## src/rtl/rbs_unwind_ctl.sv

```systemverilog
// Register backup stack unwind controller: pops RBS entries and undoes autoinc/autodec on GPRs.
// Optional macro RBS_UNWIND_PC_SKIP_EN leaves PC (rnum 15) entries uncorrected.
module rbs_unwind_ctl #(
  parameter int DATA_W = 32,
  parameter int DEPTH  = 6,
  parameter int CNT_W  = 3
) (
  input  logic              m_clk_l,
  input  logic              reset_h,
  input  logic              start_h,
  input  logic              abort_h,
  input  logic [CNT_W-1:0]  rbs_cnt_h,
  input  logic [6:0]        rbs_q_h,
  output logic              rbs_pop_h,
  output logic              sp_req_h,
  input  logic              sp_gnt_h,
  output logic [3:0]        gpr_addr_h,
  output logic              gpr_rd_h,
  input  logic [DATA_W-1:0] gpr_rdata_h,
  output logic              gpr_wr_h,
  output logic [DATA_W-1:0] gpr_wdata_h,
  output logic              busy_h,
  output logic              done_h
);

  typedef enum logic [2:0] {
    ST_IDLE = 3'd0,
    ST_POP  = 3'd1,
    ST_REQ  = 3'd2,
    ST_RD   = 3'd3,
    ST_WR   = 3'd4,
    ST_DONE = 3'd5,
    ST_SKIP = 3'd6
  } state_t;

  state_t           state_r;
  state_t           state_nxt_s;
  logic [CNT_W-1:0] remain_r;
  logic [CNT_W-1:0] remain_nxt_s;
  logic [6:0]       entry_r;
  logic [6:0]       entry_nxt_s;
  logic [CNT_W-1:0] load_cnt_s;
  logic             skip_s;

  // Undo one side effect: dsize selects 1/2/4/8, add bit selects direction; wraps modulo 2^DATA_W.
  function automatic logic [DATA_W-1:0] correct_val(input logic [6:0] ent,
                                                     input logic [DATA_W-1:0] rdata);
    logic [DATA_W-1:0] size;
    size = {{(DATA_W-1){1'b0}}, 1'b1} << ent[5:4];
    if (ent[6]) begin
      correct_val = rdata - size;
    end else begin
      correct_val = rdata + size;
    end
  endfunction

  assign load_cnt_s = (rbs_cnt_h > CNT_W'(DEPTH)) ? CNT_W'(DEPTH) : rbs_cnt_h;

`ifdef RBS_UNWIND_PC_SKIP_EN
  assign skip_s = (rbs_q_h[3:0] == 4'hF);
`else
  assign skip_s = 1'b0;
`endif

  // Next-state, remaining-count and entry-latch logic.
  always_comb begin
    state_nxt_s  = state_r;
    remain_nxt_s = remain_r;
    entry_nxt_s  = entry_r;
    if (abort_h) begin
      state_nxt_s  = ST_IDLE;
      remain_nxt_s = {CNT_W{1'b0}};
    end else begin
      case (state_r)
        ST_IDLE: begin
          if (start_h) begin
            if (rbs_cnt_h != {CNT_W{1'b0}}) begin
              state_nxt_s  = ST_POP;
              remain_nxt_s = load_cnt_s;
            end else begin
              state_nxt_s = ST_DONE;
            end
          end else begin
            state_nxt_s = ST_IDLE;
          end
        end
        ST_POP: begin
          entry_nxt_s = rbs_q_h;
          if (skip_s) begin
            state_nxt_s = ST_SKIP;
          end else begin
            state_nxt_s = ST_REQ;
          end
        end
        ST_REQ: begin
          if (sp_gnt_h) begin
            state_nxt_s = ST_RD;
          end else begin
            state_nxt_s = ST_REQ;
          end
        end
        ST_RD: state_nxt_s = ST_WR;
        ST_WR, ST_SKIP: begin
          remain_nxt_s = remain_r - {{(CNT_W-1){1'b0}}, 1'b1};
          if (remain_r <= {{(CNT_W-1){1'b0}}, 1'b1}) begin
            state_nxt_s  = ST_DONE;
            remain_nxt_s = {CNT_W{1'b0}};
          end else begin
            state_nxt_s = ST_POP;
          end
        end
        ST_DONE: state_nxt_s = ST_IDLE;
        default: begin
          state_nxt_s  = ST_IDLE;
          remain_nxt_s = {CNT_W{1'b0}};
        end
      endcase
    end
  end

  // State, count and entry registers.
  always_ff @(posedge m_clk_l or posedge reset_h) begin
    if (reset_h) begin
      state_r  <= ST_IDLE;
      remain_r <= {CNT_W{1'b0}};
      entry_r  <= 7'd0;
    end else begin
      state_r  <= state_nxt_s;
      remain_r <= remain_nxt_s;
      entry_r  <= entry_nxt_s;
    end
  end

  // Outputs are registered from the next state so they align with the state they decode.
  always_ff @(posedge m_clk_l or posedge reset_h) begin
    if (reset_h) begin
      rbs_pop_h   <= 1'b0;
      sp_req_h    <= 1'b0;
      gpr_rd_h    <= 1'b0;
      gpr_wr_h    <= 1'b0;
      gpr_addr_h  <= 4'h0;
      gpr_wdata_h <= {DATA_W{1'b0}};
      busy_h      <= 1'b0;
      done_h      <= 1'b0;
    end else begin
      rbs_pop_h   <= (state_nxt_s == ST_POP);
      sp_req_h    <= (state_nxt_s == ST_REQ) || (state_nxt_s == ST_RD) || (state_nxt_s == ST_WR);
      gpr_rd_h    <= (state_nxt_s == ST_RD);
      gpr_wr_h    <= (state_nxt_s == ST_WR);
      gpr_addr_h  <= ((state_nxt_s == ST_RD) || (state_nxt_s == ST_WR)) ? entry_nxt_s[3:0] : 4'h0;
      gpr_wdata_h <= ((state_r == ST_RD) && (state_nxt_s == ST_WR)) ?
                     correct_val(entry_r, gpr_rdata_h) : {DATA_W{1'b0}};
      busy_h      <= (state_nxt_s == ST_POP) || (state_nxt_s == ST_REQ) ||
                     (state_nxt_s == ST_RD) || (state_nxt_s == ST_WR) || (state_nxt_s == ST_SKIP);
      done_h      <= (state_nxt_s == ST_DONE);
    end
  end

endmodule

```

## config.mk

```make
export PLATFORM = sky130hd
export DESIGN_NAME = rbs_unwind_ctl
export DESIGN_NICKNAME = d
export VERILOG_FILES = /design/src/rtl/rbs_unwind_ctl.sv
export SDC_FILE = /design/constraint.sdc
export NUM_CORES = 1
export LEC_CHECK = 0
export CAP_MARGIN = 25
export CORE_UTILIZATION = 25
export DETAILED_ROUTE_END_ITERATION = 6
export PLACE_DENSITY = 0.55
export SLEW_MARGIN = 40
export SYNTH_ARGS = -nofsm -noshare
export SYNTH_HDL_FRONTEND = slang
export SYNTH_SLANG_ARGS = --single-unit
```

## constraint.sdc

```tcl
create_clock -name m_clk_l -period 6.1 [get_ports m_clk_l]
set_input_delay 1.22 -clock m_clk_l [delete_from_list [all_inputs] [get_ports m_clk_l]]
set_output_delay 1.22 -clock m_clk_l [all_outputs]
set_load 0.02 [all_outputs]
```

# ---- Yosys cells after proc, flatten, opt, wreduce, memory -nomap -nowiden
# Cells that the tools add are included.
dict set report op_classes {
  n_addsub 3
  n_mul 0
  n_div 0
  n_lt_le_gt_ge 2
  eq_ne 15
  shift 1
  n_mux 17
  bitwise 1
  reduce_logical 14
}
# op count
set ops {}
lappend ops {{2-to-1 mux 32 bit} 2}
lappend ops {{adder 32 bit} 1}
lappend ops {{left shift 1 x 2 -> 32 bit, first input constant} 1}
lappend ops {{subtractor 32 bit} 1}
lappend ops {{2-to-1 mux 3 bit} 9}
lappend ops {{equality test 3 bit, second input constant} 6}
lappend ops {{one-hot mux 3 bit (5 select lines)} 1}
lappend ops {{equality test 3 x 2 -> 1 bit, second input constant} 4}
lappend ops {{2-to-1 mux 4 bit} 3}
lappend ops {{one-hot mux 3 bit (3 select lines)} 1}
lappend ops {{logical OR 1 bit} 7}
lappend ops {{equality test 3 x 1 -> 1 bit, second input constant} 2}
lappend ops {{inequality test 3 bit, second input constant} 2}
lappend ops {{OR reduction 4 bit} 1}
lappend ops {{> comparator 3 bit, second input constant} 1}
lappend ops {{less-or-equal comparator 3 x 1 -> 1 bit, second input constant} 1}
lappend ops {{logical NOT 3 bit} 1}
lappend ops {{AND reduction 3 bit} 1}
lappend ops {{nonzero test 3 bit} 1}
lappend ops {{subtractor 3 x 1 -> 3 bit, second input constant} 1}
lappend ops {{inequality test 2 x 1 -> 1 bit, second input constant} 1}
lappend ops {{AND reduction 2 bit} 1}
lappend ops {{OR reduction 2 bit} 1}
lappend ops {{logical AND 1 bit} 1}
lappend ops {{2 further kinds} 2}
dict set report totals {
  regBits 55
  latch_bits 0
  mem_bits_rw 0
  mem_bits_ro 0
  inputBits 47
  out_inout_bits 42
  elab_cells 65
  n_memories 0
}

# ---- Logic depth before layout (Yosys ltp)
# Gate-level depths: netlist of the first run.
dict set report depth {
  word_depth 10
  depth_mapped 11
  mapped_depth_nobuf 11
}

# ---- Worst setup path before layout of the first run
# OpenSTA, ideal clock, no wires.
dict set report synth_timing {
  path_kind {in2reg}
  startpoint {input port gpr_rdata_h[0]}
  endpoint {register gpr_wdata_h[24]}
  setup_time_ns 0.136
  arrival_ns 3.011
  required_time_ns 5.964
  setup_slack_ns 2.953
  cell_stages 11
  n_path_buf 0
  path_cell_list {inv_1 ha_1 inv_1 fa_1 a21o_1 a21o_1 a21oi_2 o21bai_1 a21oi_1 o41ai_1 mux2i_1}
}
dict set report synth_between {
  elab_chain_len 3
  elab_cells_between_ends 4
  cone_classes {add/sub (2); mux (2)}
}
# element line_no
set synth_lines {}
lappend synth_lines {{start, declared} 19} ;# input logic [DATA_W-1:0] gpr_rdata_h,
lappend synth_lines {{adder 32 bit / subtractor 32 bit (equally long branches)} {53, 51}}
lappend synth_lines {{2-to-1 mux 32 bit *} 50} ;# if (ent[6]) begin
lappend synth_lines {{2-to-1 mux 32 bit *} 151} ;# gpr_wdata_h <= ((state_r == ST_RD) && (state_nxt_s == ST_WR)) ?
lappend synth_lines {{end signal, assigned} 142} ;# gpr_wdata_h <= {DATA_W{1'b0}};
lappend synth_lines {{end signal, assigned} 151}
lappend synth_lines {{end, declared} 21} ;# output logic [DATA_W-1:0] gpr_wdata_h,
# Mark *: on every way between the ends. The rest lies on a longest branch, timed or not.
# A chain may end at the register's enable or synchronous reset.

# ---- Final worst setup path of the first run
# Ends and elaborated chain as after synthesis.

==> results of run 1 <==
## metrics by stage
step                      power, W  hold slack, ns  utilization (%)  instance area [um2]
after floorplan           0.001558          0.4724                -                 3826
after global placement    0.001881          0.4780            32.70                 4825
after detailed placement  0.001892          0.4852            32.70                 4825
after CTS                 0.002199          0.5034            33.71                 4974
after global routing      0.002373          0.5106            33.71                 4974
final                     0.002193          0.4983            33.71                 4974
## sequential cells by signal, indices dropped and copies added (netlist names)
| name | flops |
|---|---|
| state_r | 3 |
| gpr_rd_h | 1 |
| gpr_wr_h | 1 |
| done_h | 1 |
| entry_r | 7 |
| sp_req_h | 1 |
| busy_h | 1 |
| gpr_wdata_h | 32 |
| remain_r | 3 |
| rbs_pop_h | 1 |
| gpr_addr_h | 4 |
## placed cells by master, fill, tap and decap left out, types with 8 or more instances in the layout
cell and instances:
dfrtp_1 55, a21oi_1 45, nand2_1 36, nor3_1 15, ha_1 33, o21ai_0 16
o21a_1 8, xnor2_1 12, inv_1 15, xor2_1 11, clkdlybuf4s50_1 88, nor2_1 46
a21o_1 15
## where the power goes
group | internal (W) | switching, W | total (W)
registers | 0.000439 | 0.0000543 | 0.000493
clock network | 0.000154 | 0.000144 | 0.000298
logic | 0.000590 | 0.000812 | 0.00140
total | 0.00118 | 0.00101 | 0.00219
## cells in the mapped netlist, types with 4 or more instances
master | instances | area share [%]
dfrtp_1 | 55 | 36
nor2_1 | 46 | 4.5
a21oi_1 | 45 | 5.9
nand2_1 | 36 | 3.5
ha_1 | 33 | 11
inv_1 | 16 | 1.6
o21ai_0 | 16 | 2.1
a21o_1 | 15 | 2.9
nor3_1 | 15 | 2.0
xnor2_1 | 12 | 2.7
xor2_1 | 11 | 2.5
o21a_1 | 8 | 1.6
a31oi_1 | 7 | 1.1
mux2_2 | 7 | 2.1
nand4_1 | 7 | 1.1
nand3_1 | 6 | 0.78
buf_4 | 5 | 0.98
nor3b_1 | 5 | 0.98
o21bai_1 | 5 | 0.98
a211o_1 | 4 | 0.92
buf_2 | 4 | 0.52
clkbuf_1 | 4 | 0.39
nor2b_1 | 4 | 0.65
nor4_1 | 4 | 0.65
or3_1 | 4 | 0.65
## critical path, delay by kind of cell
kind                     cells  cell delay, ns
AO/OA/AOI/OAI                6            1.26
adder cells (fa/ha/maj)      2            0.56
buffers and inverters        3            0.52
multiplexers                 1            0.14
## routing by layer
metal,share of wire (%),global-route usage (%)
met1,48,18.21
met2,47,22.25
met3,4.4,2.124
met4,1.3,3.874
met5,0,0
## how the worst min path moves through the flow
| stage | from | endpoint | slack (ns) | cells after the start |
|---|---|---|---|---|
| after CTS | entry_r[0]$_DFF_PP0_ | entry_r[0]$_DFF_PP0_ | 0.50 | 1 |
| final | entry_r[0]$_DFF_PP0_ | entry_r[0]$_DFF_PP0_ | 0.50 | 1 |
| after floorplan | entry_r[0]$_DFF_PP0_ | entry_r[0]$_DFF_PP0_ | 0.47 | 1 |
| after global placement | entry_r[0]$_DFF_PP0_ | entry_r[0]$_DFF_PP0_ | 0.48 | 1 |
| after global routing | entry_r[0]$_DFF_PP0_ | entry_r[0]$_DFF_PP0_ | 0.51 | 1 |
| after detailed placement | entry_r[0]$_DFF_PP0_ | entry_r[0]$_DFF_PP0_ | 0.49 | 1 |
## cell type report
cell class	count	area (um2)	share of cell area (%)
multi-input combinational	337	2258	45.41
clock inverter	3	23.77	0.4780
timing repair buffer	90	895.9	18.01
sequential	55	1376	27.67
clock buffer	5	125.1	2.516
inverter	17	63.81	1.283
tap	184	230.2	4.629
## logic make-up (layout without fill, tap and decap cells)
group	Yosys count	in the layout	synth area share (%)
and+or+nand+nor	148	148	19.29
AOI/OAI and AO/OA	122	122	20.31
DFF	55	55	35.97
buffers and inverters	35	115	5.003
adders and majority gates	34	34	11.31
xor gates and xnor gates	23	23	5.265
muxes	10	10	2.845
==> reports/metrics.yaml, run 1 <==
pwr:
  ir_drop_mv: 0.1336
  power_leakage_nw: 2.156
  p_per_area_nw_per_um2: 441.0
sta:
  slew_headroom_pct: 51.58
  fin_skew_ns: 0.007397
  rsz0062_at_grt: "false"
  tns_ns: 0
  final_max_slew_viol_count: 0
  hold_viol_final: 0
  fin_ws_ns: 2.577
  worstMarginPinSlew_ns: 0.7263
  min_period_over_period_pct: 57.76
  period_minus_slack_ns: 3.523
  timing.fmax_mhz: 283.8
  setup_viol: 0
setup_path:
  reg2reg_slack_ns: 3.12
  critPathSlowestCell: "clkdlybuf4s50_1"
  rr_startpoint: "entry_r[6]$_DFFE_PP0P_"
  path_cells: "clkdlybuf4s50_1, inv_1, ha_1, inv_1, fa_1, a21o_1, a21o_1, a21oi_2, o21bai_1, a21oi_1, o41ai_1, mux2i_1"
  critPathLaunch: "gpr_rdata_h[0]"
  crit_arrival_ns: 3.70
  worstPathMaxFanout: 6
  worstRegToRegCells: 9
  crit_required_ns: 6.27
  path_class: "input port to flip-flop"
  startpoint_type: "input port"
  slowest_delay_ns: 0.41
  crit_path_end_kind: "flip-flop"
  rr_endpoint: "gpr_wdata_h[28]$_DFF_PP0_"
  crit_end: "gpr_wdata_h[24]$_DFF_PP0_"
drt:
  drt_iter0_drc: 215
  ant_nets: 0
  drcViolationCount: 0
  vias_per_cell: 4.880
  wire_per_inst_um: 15.26
  wl_um: 10540
  num_vias: 3372
  first_pass_iters: 4
finish:
  drive_gt1_share_pct: 6.114
  area_growth_syn_to_layout_pct: 29.99
  diodes: 0
  fillerInstances: 1540
  layout.nets: 587
  layoutNonFillerInstCount: 691
floorplanning:
  die_y_um: 125.7
  std_cell_rows: 44
  start_util_pct: 25.93
  die_w_um: 125.7
  ios: 89
  die-area_um2: 15800
  core_um2: 14750
run:
  maxCapViolCount: 0
grt:
  overflow: 0
  grt_max_degree: 56
  antenna_found_initial: 0
  grt_pass1_wl_um: 17160
  grt_pass1_vias: 3346
  grtUsageTotal_pct: 13.50
placement:
  dp_hpwl_um: 8049
  dp_cells: 683
  gp_congestion: 0.8432
  io_buffers: 88
  post-place-ws_ns: 2.299
clocking:
  numCtsBuffers: 5
  cts_buffer_depth: 2
  cts-root-buf: "clkbuf_16"
  holdBufCountCts: 0
  cts_sinks: 55
  postCtsSetupBuffers: 0
  post_cts_resized: 0
  tritoncts: "done"
  clk_pin_slew_ns: 0.08
  clock_latency_ns: 0.30
  h-tree-depth: 2
synth:
  synthFlopType: "dfrtp_1"
  syn_area_um2: 3826
  post_synth_num_cell_types: 59
  synth-edff-count: 0
  syn_avg_cell_area_um2: 8.961
  ys_warn_count: 0
  seq_area_frac_synth_pct: 35.97
  ys_ff_latch: 55
  synth_fp_nets: 508
  syn-instance-count: 427
  synthArstFlopShare_pct: 100.0
min_path:
  worstHoldPathType: "flip-flop to flip-flop"
run_status:
  status: "completed"
(Power assumes the default switching activity.)
==> run 2, diff against run 1 <==
--- a/config.mk
+++ b/config.mk
@@ -8,7 +8,7 @@
 export CAP_MARGIN = 25
 export CORE_UTILIZATION = 25
 export DETAILED_ROUTE_END_ITERATION = 6
-export PLACE_DENSITY = 0.55
+export PLACE_DENSITY = 0.56
 export SLEW_MARGIN = 40
 export SYNTH_ARGS = -nofsm -noshare
 export SYNTH_HDL_FRONTEND = slang
==> constraint.sdc (replaced) <==
create_clock -name m_clk_l -period 3.2 [get_ports m_clk_l]
set_input_delay 0.64 -clock m_clk_l [delete_from_list [all_inputs] [get_ports m_clk_l]]
set_output_delay 0.64 -clock m_clk_l [all_outputs]
set_load 0.02 [all_outputs]
==> run 2 against run 1 <==
  * Combinational power up 99%
  * Clock-buffer cell count stayed put
  * Register-to-register slack lost 2.7 ns
  * Clock power grew 130%
  * Largest power group unchanged
  * Critical path type unchanged
  * Power increased by 100%
  * Setup slack lost 2.3 ns
  * Sequential power grew 85%
  * Final area is 2.7% higher
  * Highest routed layer unchanged
==> reports/metrics.yaml, run 2 (synthesis results as in run 1) <==
drt:
  ant_nets: 0  # unchanged
  drcViolationCount: 0  # unchanged
  wl_um: 10470  # -0.70%
  num_vias: 3455  # +2.5%
  drt_iter0_drc: 171  # -20%
  wire_per_inst_um: 14.89  # -2.4%
  vias_per_cell: 4.915  # +0.71%
  first_pass_iters: 4  # unchanged
clocking:
  holdBufCountCts: 0  # unchanged
  cts_buffer_depth: 2  # unchanged
  numCtsBuffers: 5  # unchanged
  clock_latency_ns: 0.29  # about the same
  clk_pin_slew_ns: 0.07  # about the same
  post_cts_resized: 0  # unchanged
  postCtsSetupBuffers: 0  # unchanged
  cts-root-buf: "clkbuf_16"
  tritoncts: "done"
  h-tree-depth: 2  # unchanged
  cts_sinks: 55  # unchanged
finish:
  multi_input_area_um2: 2258  # unchanged
  layout.nets: 599  # +2.0%
  final_common_cell: "clkdlybuf4s50_1"
  fin_util_pct: 34.62  # +0.91 points
  largestRegisters: "gpr_wdata_h: 32 flops, entry_r: 7 flops, gpr_addr_h: 4 flops"
  final_cell_mix: "clkdlybuf4s50_1, dfrtp_1, nor2_1"
  drive_gt1_share_pct: 8.285  # +2.2 points
  area_growth_syn_to_layout_pct: 33.49
  regMostFlops: "gpr_wdata_h"
  fillerInstances: 1543  # +0.19%
  layoutNonFillerInstCount: 703  # +1.7%
  largest_reg_flops: 32  # unchanged
  regArea_um2: 1376  # unchanged
  diodes: 0  # unchanged
setup_path:
  path_cells: "clkdlybuf4s50_1, inv_1, ha_1, inv_1, fa_1, a21o_1, a21o_1, a21oi_2, o21bai_1, a21oi_1, o41ai_1, mux2i_1"
  critPathSlowestCell: "clkdlybuf4s50_1"
  crit_required_ns: 3.37  # -2.90 ns
  crit_buf_inv: 3  # unchanged
  worstPathMaxFanout: 5  # -1
  slowest_delay_ns: 0.41  # about the same
  path_delay_family: "compound AO/OA/AOI/OAI gates"
  startpoint_type: "input port"
  crit_arrival_ns: 3.11  # -0.59 ns
  crit_path_end_kind: "flip-flop"
  path_class: "input port to flip-flop"
run_status:
  status: "completed"
grt:
  grtUsageTotal_pct: 13.55  # +0.053 points
  grt_max_degree: 25  # -55%
  overflow: 0  # unchanged
  grt_pass1_wl_um: 17260  # +0.60%
  antenna_found_initial: 0  # unchanged
  grt_pass1_vias: 3522  # +5.3%
placement:
  dp_cells: 695  # +1.8%
  dp_hpwl_um: 8456  # +5.0%
  post-place-ws_ns: -0.04055  # -2.339 ns
  gp_congestion: 0.8355  # -0.91%
  io_buffers: 88  # unchanged
sta:
  fin_ws_ns: 0.2549  # -2.322 ns
  hold_viol_final: 0  # unchanged
  fin_skew_ns: 0.006204  # -0.001193 ns
  setup_viol: 0  # unchanged
  period_minus_slack_ns: 2.945
  slew_headroom_pct: 55.75  # +4.2 points
  rsz0062_at_grt: "false"
  timing.fmax_mhz: 339.5
  final_max_slew_viol_count: 0  # unchanged
  min_period_over_period_pct: 92.04
  worstMarginPinSlew_ns: 0.6602  # -0.06614 ns
  hold_slack_ns: 0.4954  # -0.002899 ns
run:
  maxCapViolCount: 0  # unchanged
floorplanning:
  die_w_um: 125.7  # unchanged
  die-area_um2: 15800  # unchanged
  start_util_pct: 25.93  # unchanged
  std_cell_rows: 44  # unchanged
  core_um2: 14750  # unchanged
  die_y_um: 125.7  # unchanged
  ios: 89  # unchanged
pwr:
  p_per_area_nw_per_um2: 862.2  # +96%
  power_leakage_nw: 2.238  # +3.8%
  ir_drop_mv: 0.3081  # +130%
min_path:
  worstHoldPathType: "flip-flop to flip-flop"
[run 2: cell types whose count changed in the layout (fill, tap and decap cells not counted), sizes merged]
cell      before  now
inv           18   17
bufinv         0    2
buf            2   14
clkinvlp       2    1
[run 2: worst paths after layout]
path	slack, ns	endpoint	cells after the start	start
min in group asynchronous	0.72	gpr_wdata_h[28]$_DFF_PP0_	2	reset_h
worst min-delay path	0.50	entry_r[2]$_DFF_PP0_	1	entry_r[2]$_DFF_PP0_
worst max register to register	0.46	gpr_wdata_h[24]$_DFF_PP0_	10	entry_r[6]$_DFFE_PP0P_
worst max-delay path	0.25	gpr_wdata_h[24]$_DFF_PP0_	12	gpr_rdata_h[0]
max in group asynchronous	1.84	gpr_wr_h$_DFF_PP0_	3	reset_h
worst min register to register	0.50	entry_r[2]$_DFF_PP0_	1	entry_r[2]$_DFF_PP0_
[run 2: cell type report]
class	count	share of cell area (%)
well taps	184	4.508
flip-flops and latches	55	26.95
multi-input cells	337	44.22
clock buffers	5	2.450
inverters	17	1.249
clock inverters	3	1.323
repair buffers	102	19.30
[run 2: through the flow]
stage	area, um2	total power, W	TNS [ns]
4_1_cts	5107	0.004430	0
2_1_floorplan	3826	0.002969	0
6_report	5107	0.004404	0
3_3_place_gp	4915	0.003680	0
5_1_grt	5107	0.004774	0
3_5_place_dp	4915	0.003707	-0.05718
[run 2: report_power, final]
group / switching [W] / internal [W] / total (W)
sequential: 0.0000737 / 0.000838 / 0.000912
clock: 0.000251 / 0.000448 / 0.000699
combinational: 0.00160 / 0.00120 / 0.00279
[run 2: layer usage]
layer,vias to the layer above,part of all wire [%],GRT usage [%]
met5,-,0,0
li1,1707,-,-
met1,1614,45,17.39
met2,115,47,22.91
met4,0,2.2,4.950
met3,19,5.4,2.209
==> run 3, diff against run 2 <==
--- a/config.mk
+++ b/config.mk
@@ -8,6 +8,7 @@
 export CAP_MARGIN = 25
 export CORE_UTILIZATION = 25
 export DETAILED_ROUTE_END_ITERATION = 6
+export GPL_TIMING_DRIVEN = 0
 export PLACE_DENSITY = 0.56
 export SLEW_MARGIN = 40
 export SYNTH_ARGS = -nofsm -noshare
==> run 3 against run 2 <==
  * Register-to-register slack lost 0.19 ns
  * Clock skew about the same
  * Wire length increased by 5.4%
  * Worst hold slack gained 0.0032 ns
  * Power increased by 0.44%
  * Sequential share of layout area is 0.28 points lower
  * Core utilization is 0.36 points higher
  * Die area did not move
  * Cell count grew 0.71%
  * Final area is 1.1% higher
  * Fmax shrank 1.2%
  * Largest power group unchanged
  * Highest routed layer unchanged
==> reports/metrics.yaml, run 3 (synthesis results as in run 1) <==
grt:
  antenna_found_initial: 0  # unchanged
  grt_pass1_vias: 3500  # -0.62%
  grt_pass1_wl_um: 17640  # +2.2%
  overflow: 0  # unchanged
  grtUsageTotal_pct: 14.22  # +0.67 points
  grt_max_degree: 41  # +64%
setup_path:
  crit_path_end_kind: "flip-flop"
  slowest_delay_ns: 0.41  # about the same
  crit_end: "gpr_wdata_h[24]$_DFF_PP0_"
  rr_endpoint: "gpr_wdata_h[24]$_DFF_PP0_"
  path_depth: 12  # unchanged
  reg2reg_slack_ns: 0.27  # -0.19 ns
  path_class: "input port to flip-flop"
  crit_required_ns: 3.40  # +0.03 ns
  worstRegToRegCells: 9  # -1
  rr_startpoint: "entry_r[6]$_DFFE_PP0P_"
  crit_buf_inv: 3  # unchanged
  path_delay_family: "compound AO/OA/AOI/OAI gates"
  crit_arrival_ns: 3.18  # +0.07 ns
  path_cells: "clkdlybuf4s50_1, inv_1, ha_1, inv_1, fa_1, a21o_1, a21o_1, a21oi_4, o21bai_1, a21oi_2, o41ai_2, mux2i_1"
  startpoint_type: "input port"
  worstPathMaxFanout: 6  # +1
  critPathLaunch: "gpr_rdata_h[0]"
  critPathSlowestCell: "clkdlybuf4s50_1"
floorplanning:
  die_w_um: 125.7  # unchanged
  std_cell_rows: 44  # unchanged
  ios: 89  # unchanged
  start_util_pct: 25.93  # unchanged
  die_y_um: 125.7  # unchanged
  die-area_um2: 15800  # unchanged
  core_um2: 14750  # unchanged
sta:
  min_period_over_period_pct: 93.19  # +1.2 points
  rsz0062_at_grt: "false"
  slew_headroom_pct: 56.93  # +1.2 points
  worstMarginPinSlew_ns: 0.6425  # -0.01771 ns
  fin_ws_ns: 0.2181  # -0.03681 ns
  tns_ns: 0  # unchanged
  final_max_slew_viol_count: 0  # unchanged
  fin_skew_ns: 0.006461  # +0.0002566 ns
  period_minus_slack_ns: 2.982  # +0.03681 ns
  setup_viol: 0  # unchanged
  hold_viol_final: 0  # unchanged
  timing.fmax_mhz: 335.4  # -1.2%
drt:
  wire_per_inst_um: 15.59  # +4.7%
  ant_nets: 0  # unchanged
  drt_iter0_drc: 262  # +53%
  first_pass_iters: 4  # unchanged
  num_vias: 3480  # +0.72%
  vias_per_cell: 4.915  # about the same
  drcViolationCount: 0  # unchanged
  wl_um: 11040  # +5.4%
pwr:
  total_power_w: 0.004423  # +0.44%
  ir_drop_mv: 0.2535  # -18%
  power_leakage_nw: 2.260  # +0.98%
  p_per_area_nw_per_um2: 857.0  # -0.61%
clocking:
  holdBufCountCts: 0  # unchanged
  postCtsSetupBuffers: 0  # unchanged
  cts_buffer_depth: 2  # unchanged
  clk_pin_slew_ns: 0.07  # about the same
  cts_sinks: 55  # unchanged
  h-tree-depth: 2  # unchanged
  clock_latency_ns: 0.29  # about the same
  tritoncts: "done"
  cts-root-buf: "clkbuf_16"
  numCtsBuffers: 5  # unchanged
finish:
  final_common_cell: "clkdlybuf4s50_1"
  final_cell_mix: "clkdlybuf4s50_1, dfrtp_1, nor2_1"
  drive_gt1_share_pct: 9.351  # +1.1 points
  diodes: 0  # unchanged
  largest_reg_flops: 32  # unchanged
  largestRegisters: "gpr_wdata_h: 32 flops, entry_r: 7 flops, gpr_addr_h: 4 flops"
  area_growth_syn_to_layout_pct: 34.89
  layout.nets: 604  # +0.83%
  fillerInstances: 1486  # -3.7%
  regMostFlops: "gpr_wdata_h"
  fin_util_pct: 34.98  # +0.36 points
run_status:
  status: "completed"
placement:
  post-place-ws_ns: -0.2595  # -0.2189 ns
  dp_hpwl_um: 8634  # +2.1%
  io_buffers: 88  # unchanged
  gp_congestion: 0.8500  # +1.7%
min_path:
  hp-start: "entry_r[1]$_DFF_PP0_"
  worstHoldPathType: "flip-flop to flip-flop"
run:
  maxCapViolCount: 0  # unchanged
==> run 3: cell count changes in the layout (fill, tap and decap cells not counted), moves of 2 or more <==
cell / change
buf_4: -9
buf_2: +4
buf_6: +3
clkbuf_1: +2
clkbuf_2: +2
clkbuf_8: +2
==> run 3: power by group <==
part / switching (W) / total (W) / internal (W)
Sequential: 0.0000707 / 0.000908 / 0.000838
Clock: 0.000253 / 0.000643 / 0.000390
Combinational: 0.00167 / 0.00287 / 0.00121
Total: 0.00199 / 0.00442 / 0.00243
==> run 3: through the flow <==
stage	hold slack [ns]	cells	cell area (um2)
after floorplan	0.4724	427	3826
after global placement	0.4780	699	4937
after detailed placement	0.4852	700	4961
after CTS	0.5013	708	5135
after global routing	0.5091	708	5161
final	0.4986	708	5161
==> run 3: worst min-delay path by stage <==
stage / end / slack (ns) / cells past startpoint
floorplan: entry_r[0]$_DFF_PP0_ / 0.47 / 1
global placement: entry_r[2]$_DFF_PP0_ / 0.48 / 1
detailed placement: entry_r[1]$_DFF_PP0_ / 0.49 / 1
CTS: entry_r[1]$_DFF_PP0_ / 0.50 / 1
global route: entry_r[1]$_DFF_PP0_ / 0.51 / 1
finish: entry_r[1]$_DFF_PP0_ / 0.50 / 1
==> run 3: metal layers <==
| metal | wire, um | up-vias | track usage [%] |
|---|---|---|---|
| li1 | - | 1714 | - |
| met1 | 5125 | 1671 | 18.23 |
| met2 | 5337 | 85 | 24.41 |
| met3 | 400 | 10 | 2.039 |
| met4 | 174 | 0 | 4.878 |
| met5 | 0 | - | 0 |
==> run 3: timing repair <==
item,CTS,global route
endpoints found under the setup margin,0,3
endpoints found under the hold margin,0,0
gates resized for setup,0,6
==> run 3: layout make-up <==
type / instances / area, um2 / area share, %
Buffer: 18 / 130.1 / 2.521
Clock buffer: 6 / 138.9 / 2.691
Clock inverter: 2 / 35.03 / 0.6788
Inverter: 17 / 66.31 / 1.285
Multi-Input combinational cell: 337 / 2283 / 44.24
Sequential cell: 55 / 1376 / 26.67
Tap cell: 184 / 230.2 / 4.461
Timing Repair Buffer: 89 / 900.9 / 17.45
